**src/rtl/spi_ram_master.sv**
```systemverilog
// SPI mode-0 master that wraps a parallel RAM read/write command into a CoreLogic
// RAM-access transaction. Optional status read is enabled by SPI_RAM_MASTER_STATUS_EN.
module spi_ram_master #(
    parameter int          HALF_DIV      = 4,
    parameter logic [7:0]  ACCESS_OPCODE = 8'h01,
    parameter logic [7:0]  STATUS_OPCODE = 8'h02
) (
    input  logic        clk,
    input  logic        reset,
    input  logic        cmd_valid,
    output logic        cmd_ready,
    input  logic        cmd_write,
    input  logic [15:0] cmd_addr,
    input  logic [7:0]  cmd_len,
`ifdef SPI_RAM_MASTER_STATUS_EN
    input  logic        cmd_status,
`endif
    input  logic [7:0]  wr_data,
    input  logic        wr_valid,
    output logic        wr_ready,
    output logic [7:0]  rd_data,
    output logic        rd_valid,
    output logic        done,
    output logic        mcu_nss,
    output logic        mcu_sck,
    output logic        mcu_mosi,
    input  logic        mcu_miso
);

    // Handshakes: cmd and wr transfer on a clk edge where valid && ready are both high;
    // rd_valid and done are single-cycle strobes with no backpressure.

    localparam int             CW        = $clog2(2 * HALF_DIV);
    localparam logic [CW-1:0]  HALF_LAST = CW'(HALF_DIV - 1);
    localparam logic [CW-1:0]  GAP_LAST  = CW'(2 * HALF_DIV - 1);

    localparam logic [2:0] B_OPC   = 3'd0;
    localparam logic [2:0] B_INSTR = 3'd1;
    localparam logic [2:0] B_AHI   = 3'd2;
    localparam logic [2:0] B_ALO   = 3'd3;
    localparam logic [2:0] B_DATA  = 3'd4;

    typedef enum logic [2:0] {
        IDLE  = 3'd0,
        SETUP = 3'd1,
        SHIFT = 3'd2,
        HOLD  = 3'd3,
        TAIL  = 3'd4,
        GAP   = 3'd5
    } state_t;

    state_t         state, state_n;
    logic [CW-1:0]  hcnt;
    logic [2:0]     bit_cnt;
    logic [2:0]     byte_idx;
    logic [7:0]     data_cnt;
    logic [7:0]     tx_sr;
    logic [7:0]     rx_sr;
    logic [7:0]     rx_next;
    logic [15:0]    lat_addr;
    logic           lat_write;
    logic           lat_status;
    logic           status_req;

    logic           load_en;
    logic [7:0]     load_val;
    logic           wr_take;
    logic           half_tick;
    logic           is_data;
    logic           last_byte;
    logic           byte_end;
    logic           enter_data;

`ifdef SPI_RAM_MASTER_STATUS_EN
    assign status_req = cmd_status;
`else
    assign status_req = 1'b0;
`endif

    // CoreLogic shifts its opcode LSB first; the shifter always emits bit 7, so reverse it.
    function automatic logic [7:0] rev8(input logic [7:0] b);
        logic [7:0] r;
        for (int i = 0; i < 8; i++) r[i] = b[7-i];
        return r;
    endfunction

    assign rx_next   = lat_status ? {mcu_miso, rx_sr[7:1]} : {rx_sr[6:0], mcu_miso};
    assign cmd_ready = (state == IDLE);
    assign wr_ready  = wr_take & ~reset;

    always_comb begin
        state_n    = state;
        load_en    = 1'b0;
        load_val   = 8'h00;
        wr_take    = 1'b0;
        half_tick  = (hcnt == HALF_LAST);
        is_data    = (byte_idx == B_DATA);
        last_byte  = is_data && (data_cnt == 8'd0);
        byte_end   = (state == SHIFT) && mcu_sck && half_tick && (bit_cnt == 3'd7);
        enter_data = (byte_idx == B_ALO) || is_data || (lat_status && (byte_idx == B_OPC));
        case (state)
            IDLE: begin
                if (cmd_valid) begin
                    state_n  = SETUP;
                    load_en  = 1'b1;
                    load_val = status_req ? rev8(STATUS_OPCODE) : rev8(ACCESS_OPCODE);
                end
            end
            SETUP: begin
                if (half_tick) state_n = SHIFT;
            end
            SHIFT: begin
                if (byte_end) begin
                    if (last_byte) begin
                        state_n = TAIL;
                    end else if (!enter_data) begin
                        load_en = 1'b1;
                        case (byte_idx)
                            B_OPC:   load_val = lat_write ? 8'h02 : 8'h03;
                            B_INSTR: load_val = lat_addr[15:8];
                            B_AHI:   load_val = lat_addr[7:0];
                            default: load_val = 8'h00;
                        endcase
                    end else if (lat_write) begin
                        if (wr_valid) begin
                            wr_take  = 1'b1;
                            load_en  = 1'b1;
                            load_val = wr_data;
                        end else begin
                            state_n = HOLD;
                        end
                    end else begin
                        load_en = 1'b1;   // read data: MOSI idles at 0
                    end
                end
            end
            HOLD: begin
                if (wr_valid) begin
                    wr_take  = 1'b1;
                    load_en  = 1'b1;
                    load_val = wr_data;
                    state_n  = SHIFT;
                end
            end
            TAIL: begin
                if (half_tick) state_n = GAP;
            end
            GAP: begin
                if (hcnt == GAP_LAST) state_n = IDLE;
            end
            default: state_n = IDLE;
        endcase
    end

    always_ff @(posedge clk) begin
        if (reset) begin
            state      <= IDLE;
            hcnt       <= '0;
            bit_cnt    <= 3'd0;
            byte_idx   <= B_OPC;
            data_cnt   <= 8'd0;
            tx_sr      <= 8'h00;
            rx_sr      <= 8'h00;
            lat_addr   <= 16'h0000;
            lat_write  <= 1'b0;
            lat_status <= 1'b0;
            rd_data    <= 8'h00;
            rd_valid   <= 1'b0;
            done       <= 1'b0;
            mcu_nss    <= 1'b1;
            mcu_sck    <= 1'b0;
            mcu_mosi   <= 1'b0;
        end else begin
            state    <= state_n;
            rd_valid <= 1'b0;
            done     <= 1'b0;
            hcnt     <= half_tick ? '0 : hcnt + CW'(1);
            case (state)
                IDLE: begin
                    hcnt     <= '0;
                    mcu_mosi <= 1'b0;
                    if (cmd_valid) begin
                        lat_addr   <= cmd_addr;
                        lat_write  <= cmd_write & ~status_req;
                        lat_status <= status_req;
                        data_cnt   <= status_req ? 8'd0 : cmd_len;
                        byte_idx   <= B_OPC;
                        mcu_nss    <= 1'b0;
                    end
                end
                SHIFT: begin
                    if (half_tick) begin
                        if (!mcu_sck) begin
                            // Rising edge: MISO is captured as SCK goes high.
                            mcu_sck <= 1'b1;
                            rx_sr   <= rx_next;
                            if (is_data && !lat_write && (bit_cnt == 3'd7)) begin
                                rd_valid <= 1'b1;
                                rd_data  <= rx_next;
                            end
                        end else begin
                            mcu_sck <= 1'b0;
                            if (bit_cnt != 3'd7) begin
                                bit_cnt  <= bit_cnt + 3'd1;
                                tx_sr    <= {tx_sr[6:0], 1'b0};
                                mcu_mosi <= tx_sr[6];
                            end else begin
                                byte_idx <= enter_data ? B_DATA : byte_idx + 3'd1;
                                if (is_data) data_cnt <= data_cnt - 8'd1;
                                if (last_byte) mcu_mosi <= 1'b0;
                            end
                        end
                    end
                end
                HOLD: hcnt <= '0;
                TAIL: begin
                    if (half_tick) begin
                        mcu_nss <= 1'b1;
                        done    <= 1'b1;
                    end
                end
                GAP: hcnt <= hcnt + CW'(1);
                default: ;
            endcase
            // A new byte always starts with a full low half period.
            if (load_en) begin
                tx_sr    <= load_val;
                mcu_mosi <= load_val[7];
                bit_cnt  <= 3'd0;
                hcnt     <= '0;
            end
        end
    end

endmodule

```
**config.mk**
```make
export PLATFORM = sky130hd
export DESIGN_NAME = spi_ram_master
export DESIGN_NICKNAME = d
export VERILOG_FILES = /design/src/rtl/spi_ram_master.sv
export SDC_FILE = /design/constraint.sdc
export NUM_CORES = 1
export LEC_CHECK = 0
export ABC_AREA = 1
export BUFFER_PORTS_ARGS = -buffer_cell sky130_fd_sc_hd__buf_2
export CAP_MARGIN = 5
export CORE_MARGIN = 2
export CORE_UTILIZATION = 57
export DETAILED_ROUTE_END_ITERATION = 8
export PLACE_DENSITY = 0.8
export SLEW_MARGIN = 20
export SYNTH_ARGS = -nofsm -noshare
export SYNTH_HDL_FRONTEND = slang
export SYNTH_SLANG_ARGS = --single-unit
```
**constraint.sdc**
```tcl
create_clock -name clk -period 2.22 [get_ports clk]
set_input_delay 0.333 -clock clk [delete_from_list [all_inputs] [get_ports clk]]
set_output_delay 0.333 -clock clk [all_outputs]
set_load 0.03 [all_outputs]
```
==> run summary, run 1 <==
Crit path time final - 2.17 ns
Slowest cell on crit path - dfxtp_2
Total grt overflow - 0
Crit path buffers/inverters - 4
Htree depth - 3
Mapped Cells - 507
Routing usage on met2 - 0.458
Slew at the pin with the worst max-slew slack - 0.579 ns
Post-cts hold buffer count - 0
Max-Cap Viols - 0
#FFs+latches synth - 64
Peak VDD IR - 0.000679 V
Final GP Congestion - 0.927
Setup crit end - wr_ready
Total number of vias - 3537
R2R Setup Slk - 0.06 ns
Final hold vios - 0
Critical R2R Launch - byte_idx[1]
Ant. Diodes - 0
Post-synth top cells - nand2_1 (108), dfxtp_1 (64), nand3_1 (58)
Crit-path cells - inv_2 -> ha_4 -> nand2_2 -> inv_2 -> nand3_2 -> o21ai_2 -> inv_1 -> a31oi_1 -> nor3_2 -> buf_4
CP Depth - 10
CTS sink count - 64
Rows - 28
Root buffer cell - clkbuf_8
Pin count of the biggest net entering global routing - 26
Worst-Skew Late Latency - 0.35 ns
Area of the core - 5890 um^2
CP Class - flip-flop to primary output
Critical path data arrival time - 1.84 ns
Routed Antenna Nets - 0
Power Dens Cells - 1170 nW/um^2
Iter 0 DRT Violations - 196
Syn_nets - 557
Total negative slack - 0 ns
# IOs - 53
Met3 Usage GRT - 0.0451
Post-synth ARST share - 0
Clock skew - 0.00601 ns
Critical path endpoint category - primary output
DRC - 0
Predominant post-synthesis flop cell - dfxtp_1
Headroom to the max-slew limit - 0.614
Post-synthesis cell area - 3470 um^2
Warnings, synthesis - 0
GR peak layer - met2
Final Cycle Share - 0.977
Initial antenna violation count - 0
Nets@finish - 626
Die width - 82.0 um
CTS tree - yes
Class of the worst hold path - input port to flip-flop
Layout area overhead - 23.1%
Reg-to-Reg End - mcu_mosi
DP HPWL - 5.90 mm
CTS buffer count - 9
Initial Utilization - 0.589
Port buffer count - 52
Hold_sp - mcu_miso
Worst-path clk slew - 0.07 ns
Final setup vio count - 0
Most numerous cell in the Yosys netlist - nand2_1
Seq/Total Area, Yosys - 0.370
Post-synth top area share - 0.370
CP max FO - 5
Area contributors post-synth - dfxtp_1 (37%), nand2_1 (12%), nand3_1 (8.4%)
Crit-path most repeated cell - inv_2
Die area - 6720 um^2
Layout cell share with drive strength beyond 1 - 0.248
Global-route wire length before repair - 13.7 mm
Startpoint types - flip-flop
Worst path max stage delay - 0.34 ns
LEAKAGE - 1.91 nW
Routed WL - 8.53 mm
Fin util - 0.725
Status - complete, no violations
Die Ht - 82.0 um
F_max - 461 MHz
CTS Buffer Depth - 2
Wire per inst - 13.0 um
Drt via density - 5.39
Delay-heaviest family, CP - buffers and inverters
Slew Viols, Final - 0
Fill cell count - 459
Vias in the first global route - 3140
Reg2Reg Depth - 17
Critical path origin - byte_idx[1]
DR pass1 iterations - 5
Critical Path RT - 1.89 ns
Mean area per synthesized cell - 6.84 um^2
Met1 Resource Use GR - 0.317
Global Route Usage Sum - 0.265
Post-synth EDFFs - 0
Leading area contributor after synthesis - dfxtp_1
Yosys cell types - 32
metal layers:
| layer | wire length, um | up-vias |
|---|---|---|
| met2 | 4220 | 111 |
| met1 | 3670 | 1619 |
| met4 | 195 | 0 |
| met3 | 443 | 19 |
| met5 | 0 | - |
| li1 | - | 1788 |
cells by family (layout without fill, tap and decap cells):
family / count (synthesis) / count (layout) / synth area share
and+or+nand+nor: 242 / 242 / 0.323
AOI/OAI and AO/OA: 103 / 103 / 0.157
buffers and inverters: 83 / 157 / 0.0992
DFF: 64 / 64 / 0.370
adders and majority gates: 12 / 12 / 0.0433
xor gates and xnor gates: 2 / 2 / 0.00505
muxes: 1 / 1 / 0.00289
layout make-up:
cell class	count	area, um^2	share of cell area
Multi-Input combinational cell	360	1930	0.452
Clock inverter	6	115	0.0270
Timing Repair Buffer	79	465	0.109
Sequential cell	64	1290	0.302
Tap cell	75	93.8	0.0220
Inverter	62	235	0.0551
Clock buffer	10	138	0.0323
worst min-delay path by stage:
| stage | to | slack (ns) | cells past startpoint |
|---|---|---|---|
| final | rd_data[0] | 0.20 | 3 |
| after global routing | rd_data[0] | 0.22 | 3 |
| after CTS | rd_data[0] | 0.20 | 3 |
| after detailed placement | hcnt[0] | 0.43 | 1 |
| after global placement | hcnt[0] | 0.41 | 1 |
| after floorplan | hcnt[0] | 0.40 | 1 |
state kept, by name, summed over array words and instances, names as in the netlist:
signal,cells
lat_addr,16
data_cnt,8
rd_data,8
rx_sr,7
tx_sr,7
bit_cnt,3
byte_idx,3
hcnt,3
state,3
done,1
lat_write,1
mcu_mosi,1
mcu_nss,1
mcu_sck,1
rd_valid,1
repair_timing:
item	in CTS	in global routing
gates resized for setup	19	9
pin swaps	4	4
hold endpoints to repair	0	0
buffers inserted	12	7
setup endpoints to repair	1	2
tightest hold or removal path, stage by stage:
cell and delay [ns]:
buf_2 0.09, nand2_1 0.05, nand2_1 0.05
placed cells by master, fill, tap and decap left out, types with 2 or more instances in the layout:
cell type  instances
o21ai_1            2
inv_1             51
a21oi_1           50
inv_2             10
nor2_1            46
ha_1               8
ha_4               4
bufinv_16          3
nor2_4             4
nand2_1          105
a211oi_1           7
dfxtp_2            3
nand4_1            5
nor2_2             3
o21ai_0           40
clkbuf_8          10
nand3_2            3
nand3_1           56
buf_4             28
nand2_2            8
xor2_1             2
or2_2              3
nand2_4            3
dfxtp_1           60
buf_2             51
where the power goes:
part           internal (W)  leakage [nW]  total (W)  switching (W)
clock network      0.000782         0.123    0.00126       0.000479
logic              0.000798          1.27    0.00224        0.00145
registers           0.00133         0.523    0.00149       0.000156
through the flow:
step	total power, W	instance area [um^2]	hold WS (ns)	instances	setup WS, ns
2_1_floorplan	0.00315	3470	0.398	507	0.118
3_3_place_gp	0.00351	3770	0.407	621	0.175
3_5_place_dp	0.00356	3770	0.425	621	0.0723
4_1_cts	0.00486	4180	0.200	649	-0.0229
5_1_grt	0.00534	4270	0.217	656	-0.0278
6_report	0.00499	4270	0.204	656	0.0513
(Power assumes the default switching activity.)
==> run 2: changes to the inputs <==
ABC_AREA = not set   (was 1)
CORE_UTILIZATION = 56   (was 57)
PLACE_DENSITY = 0.79   (was 0.8)
==> run 2 against run 1 <==
  * The flow now finishes with violations (negative setup slack)
  * Clock skew is essentially flat
  * Register-to-register slack gained 0.02 ns
  * Critical path type unchanged
  * Maximum frequency shrank 4.9%
  * Routed wire length shrank 6.9%
  * Largest power group is now registers
  * Clock-buffer cell count grew 1
==> run summary, run 2 <==
Status - complete, but fails checks
Failing checks - negative setup slack
Power Dens Cells - 896 nW/um^2
Ant. Diodes - 0
Final Cycle Share - 1.03
Most common cell after layout, fill and taps aside - nand2_1
Headroom to the max-slew limit - 0.415
Mapped Cells - 389
Layout cell share with drive strength beyond 1 - 0.263
Post-synth top cells - nand2_1 (66), dfxtp_1 (64), a21oi_1 (41)
Compound-Gate Fraction of Synth Area - 0.210
Routed Antenna Nets - 0
Worst-Skew Late Latency - 0.34 ns
Port buffer count - 52
RSZ-0062 raised after global routing - yes
Final GP Congestion - 0.841
#FFs+latches synth - 64
Total grt overflow - 0
Critical Path RT - 1.89 ns
Yosys cell types - 58
Max-Cap Viols - 0
Most frequent cells in the layout - nand2_1 (66), dfxtp_1 (61), buf_2 (51)
Nets@finish - 505
Post-synthesis cell area - 3260 um^2
Total negative slack - -0.0593 ns
Die width - 80.3 um
Crit path time final - 2.28 ns
Met1 Resource Use GR - 0.320
Biggest regs - lat_addr: 16 flops, data_cnt: 8 flops, rd_data: 8 flops
Post-synthesis mux area share - 0.0526
Final hold vios - 0
CTS tree - yes
DP HPWL - 5.30 mm
Vias in the first global route - 2778
Most numerous cell in the Yosys netlist - nand2_1
Seq/Total Area, Yosys - 0.393
Startpoint types - flip-flop
Warnings, synthesis - 0
Drt via density - 5.70
Post-synth top area share - 0.393
Critical path data arrival time - 1.95 ns
Root buffer cell - clkbuf_8
Predominant post-synthesis flop cell - dfxtp_1
Worst-path clk slew - 0.07 ns
Placed Area - 3620 um^2
Slew Viols, Final - 0
Area contributors post-synth - dfxtp_1 (39%), nand2_1 (7.6%), a21oi_1 (6.3%)
Wire per inst - 14.9 um
LEAKAGE - 1.60 nW
CTS Buffer Depth - 2
Global Route Usage Sum - 0.257
Post-synth EDFFs - 0
Critical path endpoint category - primary output
Initial Utilization - 0.585
Setup WS post-layout - -0.0593 ns
Main combinational cell family by area after synthesis - simple AND/OR/NAND/NOR gates
DR pass1 iterations - 4
Post-place setup slack - 0.0601 ns
Die area - 6450 um^2
Slew at the pin with the worst max-slew slack - 0.870 ns
GR peak layer - met2
# IOs - 53
Largest register FFs - 16
Met3 Usage GRT - 0.0517
Routing usage on met2 - 0.433
Final setup vio count - 1
CTS sink count - 64
Pin count of the biggest net entering global routing - 60
Post-cts hold buffer count - 0
Iter 0 DRT Violations - 211
Htree depth - 3
CP max FO - 3
Most flops, register - lat_addr
Global-route wire length before repair - 12.9 mm
Routed WL - 7.95 mm
Class of the worst hold path - input port to flip-flop
Post-synthesis simple-gate area fraction - 0.240
Rows - 27
Area of the core - 5570 um^2
DRC - 0
Leading area contributor after synthesis - dfxtp_1
Syn_nets - 439
Mean area per synthesized cell - 8.39 um^2
Initial antenna violation count - 0
CP Class - flip-flop to primary output
Post-synth ARST share - 0
Clock skew - 0.00601 ns
Post-route cell area - 3990 um^2
Total number of vias - 3035
Layout area overhead - 22.4%
F_max - 439 MHz
Peak VDD IR - 0.000586 V
Die Ht - 80.3 um
Adder-Cell Fraction of Synth Area - 0.0460
CTS buffer count - 9
Synth Area in XOR/XNOR - 0.00269
## run 2: changes by cell type after synthesis, moves of 7 or more
cell and delta:
mux2i_1 +15, nand2_1 -42, inv_2 -7, a22oi_1 +7, nor2_1 -14, inv_1 -45, nand3_1 -44, o21ai_0 -29
a21oi_1 -9
## run 2: worst max-delay path, cell delays in order (launching register included)
cell     delay (ns)
dfxtp_4        0.36
inv_2          0.05
ha_4           0.16
mux2_4         0.27
and3_4         0.19
a41o_1         0.27
and3_4         0.16
buf_6          0.13
## run 2: metrics by stage
step	cells	hold slack [ns]	util	power (W)
6_report	532	0.215	0.716	0.00358
5_1_grt	532	0.218	0.716	0.00374
4_1_cts	528	0.207	0.709	0.00356
3_5_place_dp	508	0.429	0.650	0.00232
3_3_place_gp	508	0.416	0.650	0.00230
2_1_floorplan	389	0.408	-	0.00206
## run 2: cell type report
type,instances,area (um^2)
well taps,72,90.1
multi-input cells,289,1850
clock inverters,5,104
clock buffers,11,141
fillers,444,1580
repair buffers,81,484
flip-flops and latches,64,1290
inverters,10,37.5
## run 2: power breakdown
part	switching [W]	internal [W]	total [W]
clock	0.000461	0.000777	0.00124
combinational	0.000579	0.000381	0.000960
sequential	0.000105	0.00127	0.00138
## run 2: path summary, 6_finish.rpt
kind	start	endpoint	slack (ns)	depth (start not counted)
worst max-delay path	byte_idx[0]	wr_ready	-0.06	7
worst min-delay path	cmd_addr[5]	lat_addr[5]	0.22	3
worst max register to register	byte_idx[0]	mcu_mosi	0.08	9
worst min register to register	hcnt[0]	hcnt[0]	0.44	1
## run 2: routing by layer
metal | part of all wire | vias up | routed length (um)
li1 | - | 1520 | -
met1 | 0.44 | 1400 | 3530
met2 | 0.48 | 101 | 3850
met3 | 0.052 | 14 | 410
met4 | 0.019 | 0 | 152
met5 | 0 | - | 0
## run 2: logic make-up (layout without fill, tap and decap cells)
group,Yosys count,in the layout
AND/OR/NAND/NOR,160,160
AO/OA/AOI/OAI,99,99
flip-flops,64,64
buffers and inverters,36,107
multiplexers,17,17
adder cells (fa/ha/maj),12,12
XOR/XNOR,1,1
## run 2: repair_timing
item | CTS | global route
cloned | 0 | 0
pin swaps | 4 | 1
hold endpoints to repair | 0 | 0
endpoints found under the setup margin | 1 | 1
setup buffers | 4 | 4
resized for setup | 15 | 3
